## src/rtl/sign_mag_accumulator.sv

```systemverilog
// rtl/sign_mag_accumulator.sv - frame accumulator for sign-magnitude samples
//
// Accumulates FRAME accepted sign-magnitude samples into a wider
// sign-magnitude register, then offers the frame total on an output
// handshake. Same-sign carries saturate the magnitude and set a sticky ovf.
//
// Ports:
//   clk       clock, rising edge
//   rst       asynchronous active-high reset
//   clear     synchronous frame abort (beats accept and out_ready)
//   in_valid  sample valid
//   in_ready  block can accept (1 in IDLE/ACCUM, 0 in DONE; state only)
//   in_data   N-bit sign-magnitude sample
//   out_valid frame total available
//   out_ready consumer takes the frame total
//   out_data  ACC_W-bit sign-magnitude running/frame total (registered)
//   ovf       saturation occurred during this frame

module sign_mag_accumulator #(
  parameter int N     = 4,
  parameter int ACC_W = 8,
  parameter int FRAME = 4
) (
  input  logic             clk,
  input  logic             rst,
  input  logic             clear,
  input  logic             in_valid,
  output logic             in_ready,
  input  logic [N-1:0]     in_data,
  output logic             out_valid,
  input  logic             out_ready,
  output logic [ACC_W-1:0] out_data,
  output logic             ovf
);

  localparam int MW    = ACC_W - 1;
  localparam int CNT_W = $clog2(FRAME + 1);

  typedef enum logic [1:0] {
    IDLE,
    ACCUM,
    DONE
  } state_t;

  state_t           state_q, state_d;
  logic [ACC_W-1:0] acc_q, acc_d;
  logic [CNT_W-1:0] cnt_q, cnt_d, cnt_inc;
  logic             ovf_q, ovf_d;

  logic             accept;
  logic [MW-1:0]    in_mag;
  logic             in_sign;
  logic [MW-1:0]    acc_mag;
  logic             acc_sign;
  logic [MW:0]      sum_ext;
  logic [MW-1:0]    add_mag;
  logic             add_sign;
  logic             add_ovf;

  assign in_ready  = (state_q != DONE);
  assign out_valid = (state_q == DONE);
  assign out_data  = acc_q;
  assign ovf       = ovf_q;
  assign accept    = in_valid & in_ready;
  assign cnt_inc   = cnt_q + CNT_W'(1);

  // A -0 input collapses to +0 so it can never flip the accumulator sign.
  assign in_mag   = {{(ACC_W - N){1'b0}}, in_data[N-2:0]};
  assign in_sign  = in_data[N-1] & (|in_data[N-2:0]);
  assign acc_mag  = acc_q[MW-1:0];
  assign acc_sign = acc_q[ACC_W-1];
  assign sum_ext  = {1'b0, acc_mag} + {1'b0, in_mag};

  // Sign-magnitude add, larger magnitude decides the sign.
  always_comb begin
    add_mag  = '0;
    add_sign = 1'b0;
    add_ovf  = 1'b0;
    if (acc_sign == in_sign) begin
      add_sign = acc_sign;
      if (sum_ext[MW]) begin
        add_mag = '1;
        add_ovf = 1'b1;
      end else begin
        add_mag = sum_ext[MW-1:0];
      end
    end else if (acc_mag >= in_mag) begin
      add_mag  = acc_mag - in_mag;
      add_sign = acc_sign;
    end else begin
      add_mag  = in_mag - acc_mag;
      add_sign = in_sign;
    end
    if (add_mag == '0) begin
      add_sign = 1'b0;
    end
  end

  always_comb begin
    state_d = state_q;
    acc_d   = acc_q;
    cnt_d   = cnt_q;
    ovf_d   = ovf_q;
    if (clear) begin
      state_d = IDLE;
      acc_d   = '0;
      cnt_d   = '0;
      ovf_d   = 1'b0;
    end else begin
      case (state_q)
        IDLE, ACCUM: begin
          if (accept) begin
            acc_d = {add_sign, add_mag};
            cnt_d = cnt_inc;
            ovf_d = ovf_q | add_ovf;
            if (cnt_inc == CNT_W'(FRAME)) begin
              state_d = DONE;
            end else begin
              state_d = ACCUM;
            end
          end
        end
        DONE: begin
          if (out_ready) begin
            state_d = IDLE;
            acc_d   = '0;
            cnt_d   = '0;
            ovf_d   = 1'b0;
          end
        end
        default: begin
          state_d = IDLE;
          acc_d   = '0;
          cnt_d   = '0;
          ovf_d   = 1'b0;
        end
      endcase
    end
  end

  always_ff @(posedge clk or posedge rst) begin
    if (rst) begin
      state_q <= IDLE;
      acc_q   <= '0;
      cnt_q   <= '0;
      ovf_q   <= 1'b0;
    end else begin
      state_q <= state_d;
      acc_q   <= acc_d;
      cnt_q   <= cnt_d;
      ovf_q   <= ovf_d;
    end
  end

endmodule

```

## config.mk

```make
export PLATFORM = sky130hd
export DESIGN_NAME = sign_mag_accumulator
export DESIGN_NICKNAME = d
export VERILOG_FILES = /design/src/rtl/sign_mag_accumulator.sv
export SDC_FILE = /design/constraint.sdc
export NUM_CORES = 1
export LEC_CHECK = 0
export ABC_AREA = 1
export BUFFER_PORTS_ARGS = -buffer_cell sky130_fd_sc_hd__buf_2
export CAP_MARGIN = 20
export CORE_MARGIN = 1
export CORE_UTILIZATION = 61
export CTS_CLUSTER_DIAMETER = 80
export CTS_CLUSTER_SIZE = 20
export DETAILED_ROUTE_END_ITERATION = 12
export HOLD_SLACK_MARGIN = 0.12
export PLACE_DENSITY = 0.84
export SYNTH_ARGS = -nofsm -noshare
export SYNTH_HDL_FRONTEND = slang
export SYNTH_SLANG_ARGS = --single-unit
```

## constraint.sdc

```tcl
create_clock -name clk -period 5.5 [get_ports clk]
set_clock_uncertainty 0.05 [all_clocks]
set_input_delay 1.1 -clock clk [delete_from_list [all_inputs] [get_ports clk]]
set_output_delay 1.1 -clock clk [all_outputs]
set_load 0.01 [all_outputs]
```

# Yosys cells after proc, flatten, opt, wreduce, memory -nomap -nowiden
# Index checks and enable logic that the tools add are counted.
# W data, S select, Z words.
# word_totals
word_cells	53
register_bits	14
out_inout_bits	11
# classes
n_bitwise	3
n_mux	25
magnitude_cmp	1
add_sub_neg	4
n_reduce_logical	6
n_eq_ne	9
# ops
op	n
$mux W8	3
$mux W7	3
$pmux W8 S2	1
$mux W3	3
$add A7 B3 Y8	1
$mux W1	8
$mux W2	4
$ne A4 B4 Y1 const B	2
$ge A7 B3 Y1	1
$logic_not A7 Y1	1
$sub A3 B7 Y7	1
$sub A7 B3 Y7	1
$pmux W3 S2	1
$pmux W2 S2	1
$reduce_and A4 Y1	1
$add A3 B1 Y3 const B	1
$eq A3 B3 Y1 const B	1
$ne A3 B2 Y1 const B	1
$ne A3 B3 Y1 const B	1
$reduce_or A3 Y1	1
$and A1 B1 Y1	2
$eq A2 B1 Y1 const B	1
$eq A2 B2 Y1 const B	1
$logic_not A2 Y1	1
6 further kinds	6

# Depth between registers and ports, before layout
# Gate-level depths: netlist of the first run.
# logic_depth
word_depth	9
depth_mapped	16
ltp_nobuf	16

# Worst setup path after synthesis of the first run
# OpenSTA, ideal clock, no wires.
# synth_path
path_type	input to register
start	in in_data[0]
end	reg acc_q[7], in the netlist out_data[7]
t_required_ns	5.326
path_slack_ns	2.787
arrival_time_ns	2.539
setup_time_ns	0.124
path_stages	13
cell_sequence	ha_1 inv_1 fa_1 o21ai_1 nand3_1 nand2_1 nand3_1 nand2_1 nand2_1 nor2_1 nand2_1 o21bai_1 a21oi_1
# synth_between
elab_chain_len	9
elab_cells_between_ends	20
# synth_rtl
item	line	source
from (decl)	29	input logic [N-1:0] in_data,
branches (longest 9 deep; another with $sub A3 B7 Y7)	n/a	
to (signal assigned)	144	acc_q <= '0;
to (signal assigned)	149	acc_q <= acc_d;
to (decl)	46	logic [ACC_W-1:0] acc_q, acc_d;
# Parallel ways; which one is timed is not known. The select of a mux whose other input is x is not followed.
# A chain may end at the register's enable or synchronous reset.

# Final worst setup path of the first run
# layout_path
start	in in_data[2]
end	reg acc_q[7], in the netlist out_data[7]
# layout_between
elab_chain_len	9
elab_cells_between_ends	20
# layout_rtl
item
branches (longest 9 deep; another with $add A7 B3 Y8)
# Parallel ways; which one is timed is not known. The select of a mux whose other input is x is not followed.

==> metrics.md, run 1 <==
| Metric | Value |
|---|---|
| Sw power | 0.2195 mW |
| Largest cells by area after synthesis | dfrtp_1, nand2_1, ha_1 |
| Clock slew at reported path FFs | 0.08 ns |
| Slowest cell on crit path | ha_1 |
| CTS Hold Bufs | 0 |
| Post-synthesis sequential area ratio | 0.2574 |
| Slew Limit Fails | 0 |
| Total GRT Usage | 0.3201 |
| FMAX | 325.4 MHz |
| Pin count of the biggest net entering global routing | 15 |
| First-pass GRT wire length | 5954 um |
| Total number of vias | 1401 |
| Avg Vias per Cell | 5.560 |
| Crit path top cell by count | nand2_1 |
| Port bufs | 19 |
| Pre-CTS setup slack | 2.188 ns |
| Cells after Synth | 205 |
| Synth unique cells | 26 |
| Worst setup startpoint | in_data[2] |
| Combinational fraction of design power | 0.574 |
| Clock sinks | 14 |
| CTS tree | yes |
| Die ar. | 2425 um^2 |
| DP HPWL | 2793 um |
| Avg Synthesized Cell Area | 6.641 um^2 |
| GP Congestion | 0.9290 |
| Number of global-route vias before repair | 1323 |
| Synth area leader | dfrtp_1 |
| Final net count | 251 |
| Initial DRC Count | 62 |
| CTS resizes | 0 |
| Global route hottest layer | met2 |
| Hold Path Depth | 2 |
| VDD IR max | 0.0002501 V |
| Worst Tran Pin Value | 0.5340 ns |
| Crit end category | flip-flop |
| WS Path Type | in2reg |
| Post-CTS Setup Inserts | 0 |
| PnR worst setup slack | 2.427 ns |
| Tightest Hold Check Type | reg2reg |
| Leak Pwr | 0.8441 nW |
| Total number of H-tree levels | 1 |
| Core area | 2022 um^2 |
| Mapped Area | 1361 um^2 |
| Final Hold Fails | 0 |
| Share of the synthesized area in the top cell type | 0.2574 |
| Routed WL per cell | 13.75 um |
| Fill count | 163 |
| Synth Net Count | 229 |
| R2r worst-path depth | 12 |
| FF+latch area | 350.3 um^2 |
| Minimum clock period | 3.073 ns |
| CP bufs+invs | 4 |
| Crit path DAT | 3.19 ns |
| Num ports | 20 |
| CP required | 5.62 ns |
| Initial Utilization | 0.6733 |
| DRC Markers | 0 |
| Met2 usage | 0.5548 |
| Met1 global-route usage | 0.4083 |
| Status | finished clean |
| Area Overhead vs Synth | 10.02% |
| Initial antenna violation count | 0 |
| Clock network fraction of design power | 0.129 |
| Yosys reg bits | 14 |
| Period utilisation layout | 0.5588 |
| Yosys warns | 0 |
| Drt total wl | 3464 um |
| Min-delay src | ovf |
| WP depth | 14 |
| CP Max Fanout | 13 |
| Sw frac | 0.4883 |
| PD cells | 300.1 nW/um^2 |
| Share of layout cells above drive strength 1 | 0.1244 |
| Overall power | 0.4495 mW |
| Rows | 16 |
| Setup violators final | 0 |
| Multi-input gate area | 875.8 um^2 |
| CP max stage delay | 0.55 ns |
| Met3 Track Usage GR | 0.06231 |
| Clk buf depth | 2 |
| Antenna Cells | 0 |
| Worst R2R Start | out_data[2] |
| Cell Chain, Critical Path | buf_2, inv_1, ha_1, inv_1, a21oi_1, nand2_1, nand2_1, nand3_1, nand2_1, nand2_1, inv_1, nand3_1, o21bai_1, a21oi_1 |
| Worst skew pair latency | 0.28 ns |
| Antenna-violating nets left | 0 |
| Drt first pass iters | 4 |
| Die H | 49.24 um |
| Root buffer cell | clkbuf_4 |
| Internal | 0.2300 mW |
| Slew margin rel. | 0.6436 |
| Flop pwr share | 0.297 |
| RSZ-0062 raised after global routing | false |
| Setup TNS | 0 ns |
| TritonCTS Buffers | 3 |
| Delay-heaviest family, CP | simple AND/OR/NAND/NOR gates |
| Grt ovf | 0 |
| Startpoint types | input port |
| Die Wd | 49.24 um |
| Max cap viols | 0 |
[cells in the final DEF, fill, tap and decap left out, types with 4 or more instances in the layout]
cell type and instances:
nand2_1 66, inv_1 30, nand3_1 25, buf_2 19
dfrtp_1 14, nor2_1 13, ha_1 12, o21ai_0 9
a21oi_1 4
[power groups by stage]
stage | Combinational [mW] | Sequential, mW | Clock [mW]
4_1_cts | 0.253 | 0.133 | 0.0571
6_report | 0.258 | 0.133 | 0.0581
5_1_grt | 0.297 | 0.136 | 0.0598
3_3_place_gp | 0.245 | 0.134 | 0
2_1_floorplan | 0.192 | 0.134 | 0
3_5_place_dp | 0.252 | 0.135 | 0
[per-stage QoR]
step | hold WS, ns | instances | cell area [um^2] | util
after CTS | 0.4834 | 252 | 1498 | 0.7407
after global placement | 0.4620 | 249 | 1475 | 0.7296
final | 0.4836 | 252 | 1498 | 0.7407
after detailed placement | 0.4702 | 249 | 1475 | 0.7296
after global routing | 0.5095 | 252 | 1498 | 0.7407
after floorplan | 0.4416 | 205 | 1361 | -
[registers in the layout, summed over array words and instances (netlist names)]
register,flops
state_q,2
ovf,1
cnt_q,3
out_data,8
[routing by layer]
metal	part of all wire	routed length, um
met2	0.50	1744
met5	0	0
met3	0.069	240
met4	0.019	67
met1	0.41	1411
[worst min-delay path, cell delays in order, from the launching register on]
cell,delay (ns)
dfrtp_1,0.38
inv_1,0.05
a221oi_1,0.06
[cell usage after synthesis, drive strengths merged]
| master | count |
|---|---|
| nand2 | 66 |
| inv | 32 |
| nand3 | 25 |
| nor2 | 15 |
| dfrtp | 14 |
| ha | 12 |
| o21ai | 12 |
| a21oi | 4 |
| fa | 3 |
| nand4 | 3 |
| nor3 | 3 |
| o22ai | 3 |
| xnor2 | 3 |
| buf | 2 |
| or2 | 2 |
| a221oi | 1 |
| a32o | 1 |
| nand3b | 1 |
| o21bai | 1 |
| o32ai | 1 |
| xor2 | 1 |
[worst paths after layout]
path / end / slack (ns)
max: out_data[7] / 2.43
max in group asynchronous: out_data[7] / 4.25
max reg2reg: out_data[7] / 2.99
min in group asynchronous: out_data[3] / 0.79
min reg2reg: ovf / 0.48
min: ovf / 0.48
[cell type report]
type,count,share of cell area
timing repair buffer,19,0.06349
inverter,32,0.08020
multi-input combinational,157,0.5848
clock buffer,3,0.01504
sequential,14,0.2339
tap,27,0.02256
[logic make-up after synthesis]
| group | share of synthesized area |
|---|---|
| fa+ha+maj | 0.1544 |
| compound gates | 0.1011 |
| buf+inv | 0.09926 |
| xor+xnor | 0.02574 |
| flops | 0.2574 |
| simple gates | 0.3621 |
Note: power is estimated with default switching activity, not from simulation.
==> inputs of run 2 (changes only) <==
--- a/config.mk
+++ b/config.mk
@@ -9,12 +9,12 @@
 export BUFFER_PORTS_ARGS = -buffer_cell sky130_fd_sc_hd__buf_2
 export CAP_MARGIN = 20
 export CORE_MARGIN = 1
-export CORE_UTILIZATION = 61
+export CORE_UTILIZATION = 51
 export CTS_CLUSTER_DIAMETER = 80
 export CTS_CLUSTER_SIZE = 20
 export DETAILED_ROUTE_END_ITERATION = 12
 export HOLD_SLACK_MARGIN = 0.12
-export PLACE_DENSITY = 0.84
+export PLACE_DENSITY = 0.75
 export SYNTH_ARGS = -nofsm -noshare
 export SYNTH_HDL_FRONTEND = slang
 export SYNTH_SLANG_ARGS = --single-unit
==> constraint.sdc (replaced) <==
create_clock -name clk -period 2.7 [get_ports clk]
set_clock_uncertainty 0.05 [all_clocks]
set_input_delay 0.54 -clock clk [delete_from_list [all_inputs] [get_ports clk]]
set_output_delay 0.54 -clock clk [all_outputs]
set_load 0.01 [all_outputs]
==> run 2 against run 1 <==
Against the previous run:
- worst hold slack got worse by 0.26 ns
- sequential cell count is the same
- clock power increased to 2.6 times the previous value
- worst setup slack got worse by 2.2 ns
- sequential power is 110% higher
- register-to-register slack got worse by 2.7 ns
- global-route usage decreased by 6.3 points
- sequential share of layout area down 0.38 points
==> metrics.md, run 2 (synthesis gave the netlist of run 1 again) <==
| Metric | Value |
|---|---|
| Status | finished clean (unchanged) |
| PD cells | 623.0 nW/um^2 (was 300.1 nW/um^2) |
| Sw power | 0.4459 mW (was 0.2195 mW) |
| Setup violators final | 0 (unchanged) |
| Clock network fraction of design power | 0.161 (was 0.129) |
| Area Overhead vs Synth | 11.86% (was 10.02%) |
| Number of global-route vias before repair | 1220 (was 1323) |
| Most frequent cells in the layout | nand2_1, inv_1, nand3_1 (unchanged) |
| Tightest Hold Check Type | in2async (was reg2reg) |
| Clk buf depth | 2 (unchanged) |
| Sw frac | 0.4700 (was 0.4883) |
| CP Max Fanout | 4 (was 13) |
| Port bufs | 19 (unchanged) |
| Post-CTS Setup Inserts | 0 (unchanged) |
| Most common cell after layout, fill and taps aside | nand2_1 (unchanged) |
| Num ports | 20 (unchanged) |
| Drt total wl | 3359 um (was 3464 um) |
| Crit end category | flip-flop (unchanged) |
| Clock sinks | 14 (unchanged) |
| Clock slew at reported path FFs | 0.09 ns (was 0.08 ns) |
| Die Wd | 53.67 um (was 49.24 um) |
| Drt first pass iters | 4 (unchanged) |
| Worst Hold Margin | 0.2186 ns (was 0.4836 ns) |
| Overall power | 0.9487 mW (was 0.4495 mW) |
| Flop pwr share | 0.289 (was 0.297) |
| DP HPWL | 2747 um (was 2793 um) |
| Routed WL per cell | 13.07 um (was 13.75 um) |
| Leak Pwr | 0.8561 nW (was 0.8441 nW) |
| Core area | 2500 um^2 (was 2022 um^2) |
| Max FFs per register | 8 (unchanged) |
| Pin count of the biggest net entering global routing | 15 (unchanged) |
| Initial antenna violation count | 0 (unchanged) |
| TritonCTS Buffers | 3 (unchanged) |
| Avg Vias per Cell | 5.354 (was 5.560) |
| Max cap viols | 0 (unchanged) |
| CTS resizes | 0 (unchanged) |
| First-pass GRT wire length | 5326 um (was 5954 um) |
| Fin cells | 257 (was 252) |
| Placement Cell Area | 1486 um^2 (was 1475 um^2) |
| Total number of H-tree levels | 1 (unchanged) |
| Crit path DAT | 2.56 ns (was 3.19 ns) |
| Total number of vias | 1376 (was 1401) |
| FMAX | 412.4 MHz |
| Grt ovf | 0 (unchanged) |
| Rows | 18 (was 16) |
| RSZ-0062 raised after global routing | false (unchanged) |
| Placed Cells | 253 (was 249) |
| Combinational fraction of design power | 0.550 (was 0.574) |
| Antenna-violating nets left | 0 (unchanged) |
| DRC Markers | 0 (unchanged) |
| Total GRT Usage | 0.2569 (was 0.3201) |
| Final Hold Fails | 0 (unchanged) |
| Initial DRC Count | 34 (was 62) |
| Final net count | 252 (was 251) |
| CTS tree | yes (unchanged) |
| Slew Limit Fails | 0 (unchanged) |
| Minimum clock period | 2.425 ns |
| Slew margin rel. | 0.6491 (was 0.6436) |
| GP Congestion | 0.9035 (was 0.9290) |
| VDD IR max | 0.0004711 V (was 0.0002501 V) |
| Die ar. | 2880 um^2 (was 2425 um^2) |
| Final instance area | 1523 um^2 (was 1498 um^2) |
| CTS Hold Bufs | 0 (unchanged) |
| Die H | 53.67 um (was 49.24 um) |
| Internal | 0.5028 mW (was 0.2300 mW) |
| Worst Tran Pin Value | 0.5258 ns (was 0.5340 ns) |
| Share of layout cells above drive strength 1 | 0.1322 (was 0.1244) |
| Root buffer cell | clkbuf_4 (unchanged) |
| Initial Utilization | 0.5445 (was 0.6733) |
| WS Path Type | reg2reg (was in2reg) |
| Worst skew pair latency | 0.29 ns (was 0.28 ns) |
| Period utilisation layout | 0.8982 |
| Setup TNS | 0 ns (unchanged) |
| Antenna Cells | 0 (unchanged) |
| CP required | 2.83 ns (was 5.62 ns) |
| Startpoint types | flip-flop (was input port) |
[run 2: critical path: stages (launching register included)]
cell      delay, ns
dfrtp_1        0.41
ha_1           0.25
inv_1          0.08
fa_1           0.41
o21ai_1        0.35
nand3_1        0.12
nand2_1        0.08
nand3_1        0.06
nand2_1        0.06
nand2_1        0.06
nor2_1         0.11
nand2_1        0.06
o21bai_1       0.12
a21oi_1        0.07
[run 2: stage by stage]
stage               worst slack [ns]    util
detailed placement           0.06742  0.5946
CTS                           0.3103  0.6091
global route                  0.1005  0.6091
floorplan                     0.5472       -
global placement              0.1604  0.5946
finish                        0.2749  0.6091
[run 2: path summary, 6_finish.rpt]
path | from | to | slack (ns) | depth (start not counted)
worst max-delay path | out_data[0] | out_data[7] | 0.27 | 13
worst min-delay path | rst | state_q[0] | 0.22 | 2
worst max register to register | out_data[0] | out_data[7] | 0.27 | 13
worst min register to register | state_q[0] | state_q[0] | 0.48 | 2
max in group asynchronous | rst | state_q[1] | 2.02 | 2
min in group clk | clear | ovf | 0.42 | 2
[run 2: layer usage]
metal	share of wire	global-route usage	vias to the layer above
met3	0.051	0.04520	6
met4	0.011	0.06140	0
met2	0.48	0.4383	30
met5	0	0	-
met1	0.46	0.3328	638
li1	-	-	702
[run 2: area by class of cell]
cell class / count / area (um^2)
Tap cell: 30 / 37.54
Fill cell: 246 / 977.2
Timing Repair Buffer: 20 / 102.6
Sequential cell: 14 / 350.3
Inverter: 32 / 120.1
Multi-Input combinational cell: 157 / 875.8
Clock buffer: 4 / 36.28
[run 2: power groups by stage]
stage | logic, mW | registers, mW | clock network [mW]
floorplan | 0.391 | 0.273 | 0
global placement | 0.507 | 0.274 | 0
detailed placement | 0.516 | 0.278 | 0
CTS | 0.517 | 0.274 | 0.152
global route | 0.599 | 0.278 | 0.161
finish | 0.522 | 0.274 | 0.153
==> inputs of run 3 (changes only) <==
--- a/config.mk
+++ b/config.mk
@@ -5,7 +5,6 @@
 export SDC_FILE = /design/constraint.sdc
 export NUM_CORES = 1
 export LEC_CHECK = 0
-export ABC_AREA = 1
 export BUFFER_PORTS_ARGS = -buffer_cell sky130_fd_sc_hd__buf_2
 export CAP_MARGIN = 20
 export CORE_MARGIN = 1
==> run 3 against run 2 <==
Against the previous run:
- sequential power up 3%
- routed wire length up 1.4%
- first-iteration DRC count is 5.9% lower
- synthesized cell count fell by 20%
- sequential cell count did not move
- critical path depth decreased by 2
- via count down 3.6%
- clock power is essentially flat
- critical endpoint unchanged
- maximum frequency shrank 4.0%
- clock-buffer cell count unchanged
- global-route usage increased by 0.21 points
==> metrics.md, run 3 <==
| Metric | Value |
|---|---|
| Largest cells by area after synthesis | dfrtp_1, ha_1, o21ai_0 (was dfrtp_1, nand2_1, ha_1) |
| Most frequent cells in the layout | buf_2, nand2_1, buf_4 (was nand2_1, inv_1, nand3_1) |
| Crit end category | flip-flop (unchanged) |
| Area Overhead vs Synth | 19.06% (was 11.86%) |
| DP HPWL | 2674 um (was 2747 um) |
| TritonCTS Buffers | 3 (unchanged) |
| FF+latch area | 350.3 um^2 (unchanged) |
| Status | finished clean (unchanged) |
| Worst skew pair latency | 0.29 ns (about the same) |
| Top-count cell post-synth | nand2_1 (unchanged) |
| Avg Vias per Cell | 5.846 (was 5.354) |
| Port bufs | 19 (unchanged) |
| Overall power | 1.017 mW (was 0.9487 mW) |
| VDD IR max | 0.0004205 V (was 0.0004711 V) |
| Most common cell after layout, fill and taps aside | buf_2 (was nand2_1) |
| CTS tree | yes (unchanged) |
| Final Hold Fails | 0 (unchanged) |
| Crit path top cell by count | nor2_1 (was nand2_1) |
| Slew margin rel. | 0.5044 (was 0.6491) |
| Yosys warns | 0 (unchanged) |
| DRC Markers | 0 (unchanged) |
| Clk buf depth | 2 (unchanged) |
| Final net count | 222 (was 252) |
| Max cap viols | 0 (unchanged) |
| Initial antenna violation count | 0 (unchanged) |
| Number of global-route vias before repair | 1223 (was 1220) |
| FMAX | 396.0 MHz (was 412.4 MHz) |
| Slowest cell on crit path | o41a_1 (was dfrtp_1) |
| Leak Pwr | 0.7920 nW (was 0.8561 nW) |
| Worst Tran Pin Value | 0.7406 ns (was 0.5258 ns) |
| Die H | 53.62 um (was 53.67 um) |
| Share of the synthesized area in the top cell type | 0.2578 (was 0.2574) |
| Post-synthesis sequential area ratio | 0.2578 (was 0.2574) |
| Synth area leader | dfrtp_1 (unchanged) |
| Total number of H-tree levels | 1 (unchanged) |
| Die Wd | 53.62 um (was 53.67 um) |
| Share of layout cells above drive strength 1 | 0.2386 (was 0.1322) |
| Tightest Hold Check Type | in2async (unchanged) |
| Initial Utilization | 0.5435 (was 0.5445) |
| Clock slew at reported path FFs | 0.09 ns (about the same) |
| Fill count | 226 (was 246) |
| Asr flop ratio synth | 1.000 (unchanged) |
| Post-CTS Setup Inserts | 0 (unchanged) |
| Total number of vias | 1327 (was 1376) |
| Setup TNS | 0 ns (unchanged) |
| Routed WL per cell | 15.00 um (was 13.07 um) |
| Cell Chain, Critical Path | buf_4, ha_1, inv_1, fa_1, a21oi_1, nor2_1, nor3_2, nor2_1, o221ai_1, o211ai_1, o41a_1 (was ha_1, inv_1, fa_1, o21ai_1, nand3_1, nand2_1, nand3_1, nand2_1, nand2_1, nor2_1, nand2_1, o21bai_1, a21oi_1) |
| Num ports | 20 (unchanged) |
| PnR worst setup slack | 0.1746 ns (was 0.2749 ns) |
| Core area | 2500 um^2 (unchanged) |
| Grt ovf | 0 (unchanged) |
| Antenna-violating nets left | 0 (unchanged) |
| GP Congestion | 0.8889 (was 0.9035) |
| Startpoint types | flip-flop (unchanged) |
| Minimum clock period | 2.525 ns (was 2.425 ns) |
| Antenna Cells | 0 (unchanged) |
| Drt total wl | 3405 um (was 3359 um) |
| Total GRT Usage | 0.2591 (was 0.2569) |
| CP max stage delay | 0.42 ns (was 0.41 ns) |
| Synth Net Count | 187 (was 229) |
| CTS resizes | 0 (unchanged) |
| Synth unique cells | 46 (was 26) |
| Rows | 18 (unchanged) |
| CP required | 2.83 ns (about the same) |
| Clock sinks | 14 (unchanged) |
| Slew Limit Fails | 0 (unchanged) |
| Pin count of the biggest net entering global routing | 15 (unchanged) |
| CP Max Fanout | 4 (unchanged) |
| Post-synth top cells | nand2_1, o21ai_0, inv_1 (was nand2_1, inv_1, nand3_1) |
| Drt first pass iters | 4 (unchanged) |
| Mapped Area | 1359 um^2 (was 1361 um^2) |
| Multi-input gate area | 914.6 um^2 (was 875.8 um^2) |
| Die ar. | 2875 um^2 (was 2880 um^2) |
| Avg Synthesized Cell Area | 8.336 um^2 (was 6.641 um^2) |
| Root buffer cell | clkbuf_4 (unchanged) |
| RSZ-0062 raised after global routing | false (unchanged) |
| Post-synth EDFFs | 0 (unchanged) |
| CTS Hold Bufs | 0 (unchanged) |
| Pre-CTS setup slack | -0.08189 ns (was 0.06742 ns) |
| First-pass GRT wire length | 5388 um (was 5326 um) |
| Crit path DAT | 2.65 ns (was 2.56 ns) |
| Yosys reg bits | 14 (unchanged) |
| WS Path Type | reg2reg (unchanged) |
| Ys flop type | dfrtp_1 (unchanged) |
| Setup violators final | 0 (unchanged) |
| Cells after Synth | 163 (was 205) |
| Initial DRC Count | 32 (was 34) |
| Max FFs per register | 8 (unchanged) |
| Period utilisation layout | 0.9353 (was 0.8982) |
| PD cells | 628.4 nW/um^2 (was 623.0 nW/um^2) |
-- run 3: cell count changes in the layout (fill, tap and decap cells not counted), sizes merged, moves of 4 or more --
cell    before  now
a21oi        4    8
a22o         0    7
buf         20   36
inv         32   15
nand2       66   19
nand2b       0    5
nand3       25    5
o21ai       12   17
-- run 3: power breakdown --
group	leakage, nW	total (mW)	switching (mW)	internal (mW)
combinational	0.582	0.583	0.323	0.260
clock	0.0210	0.150	0.0680	0.0822
sequential	0.189	0.283	0.0491	0.234
total	0.792	1.02	0.440	0.576
-- run 3: path summary, 6_finish.rpt --
path	start	cells past startpoint	endpoint	slack, ns
max in group asynchronous	rst	2	out_data[2]	2.01
worst max register to register	out_data[0]	11	out_data[7]	0.17
min in group clk	clear	2	ovf	0.43
worst max-delay path	out_data[0]	11	out_data[7]	0.17
worst min register to register	cnt_q[2]	1	cnt_q[2]	0.46
worst min-delay path	rst	2	cnt_q[0]	0.23
-- run 3: through the flow --
step	hold slack, ns	cell area, um^2	util	instances
floorplan	0.3792	1359	-	163
global placement	0.4366	1582	0.6326	223
detailed placement	0.4470	1582	0.6326	223
CTS	0.2358	1618	0.6471	227
global route	0.2802	1618	0.6471	227
finish	0.2257	1618	0.6471	227
-- run 3: critical path: cells and delay by family (launching register included) --
kind | cells | cell delay (ns)
simple gates | 3 | 0.32
compound gates | 4 | 0.96
fa+ha+maj | 2 | 0.56
flops | 1 | 0.35
buf+inv | 2 | 0.19
-- run 3: routing by layer --
metal	vias to the layer above	GRT usage	routed length, um
met5	-	0	0
met4	0	0.05263	34
met3	6	0.06780	137
met2	39	0.4208	1626
met1	634	0.3455	1607
li1	648	-	-
-- run 3: layout make-up --
type                    count  area share
flip-flops and latches     14      0.2166
well taps                  30     0.02320
inverters                  15     0.03480
repair buffers             36      0.1377
clock buffers               4     0.02243
multi-input cells         128      0.5654
-- run 3: kinds of logic after synthesis --
logic type / synth area share
AO/OA/AOI/OAI: 0.2781
XOR/XNOR: 0.01934
adder cells (fa/ha/maj): 0.1547
buffers and inverters: 0.06905
flip-flops: 0.2578
multiplexers: 0.008287
AND/OR/NAND/NOR: 0.2127
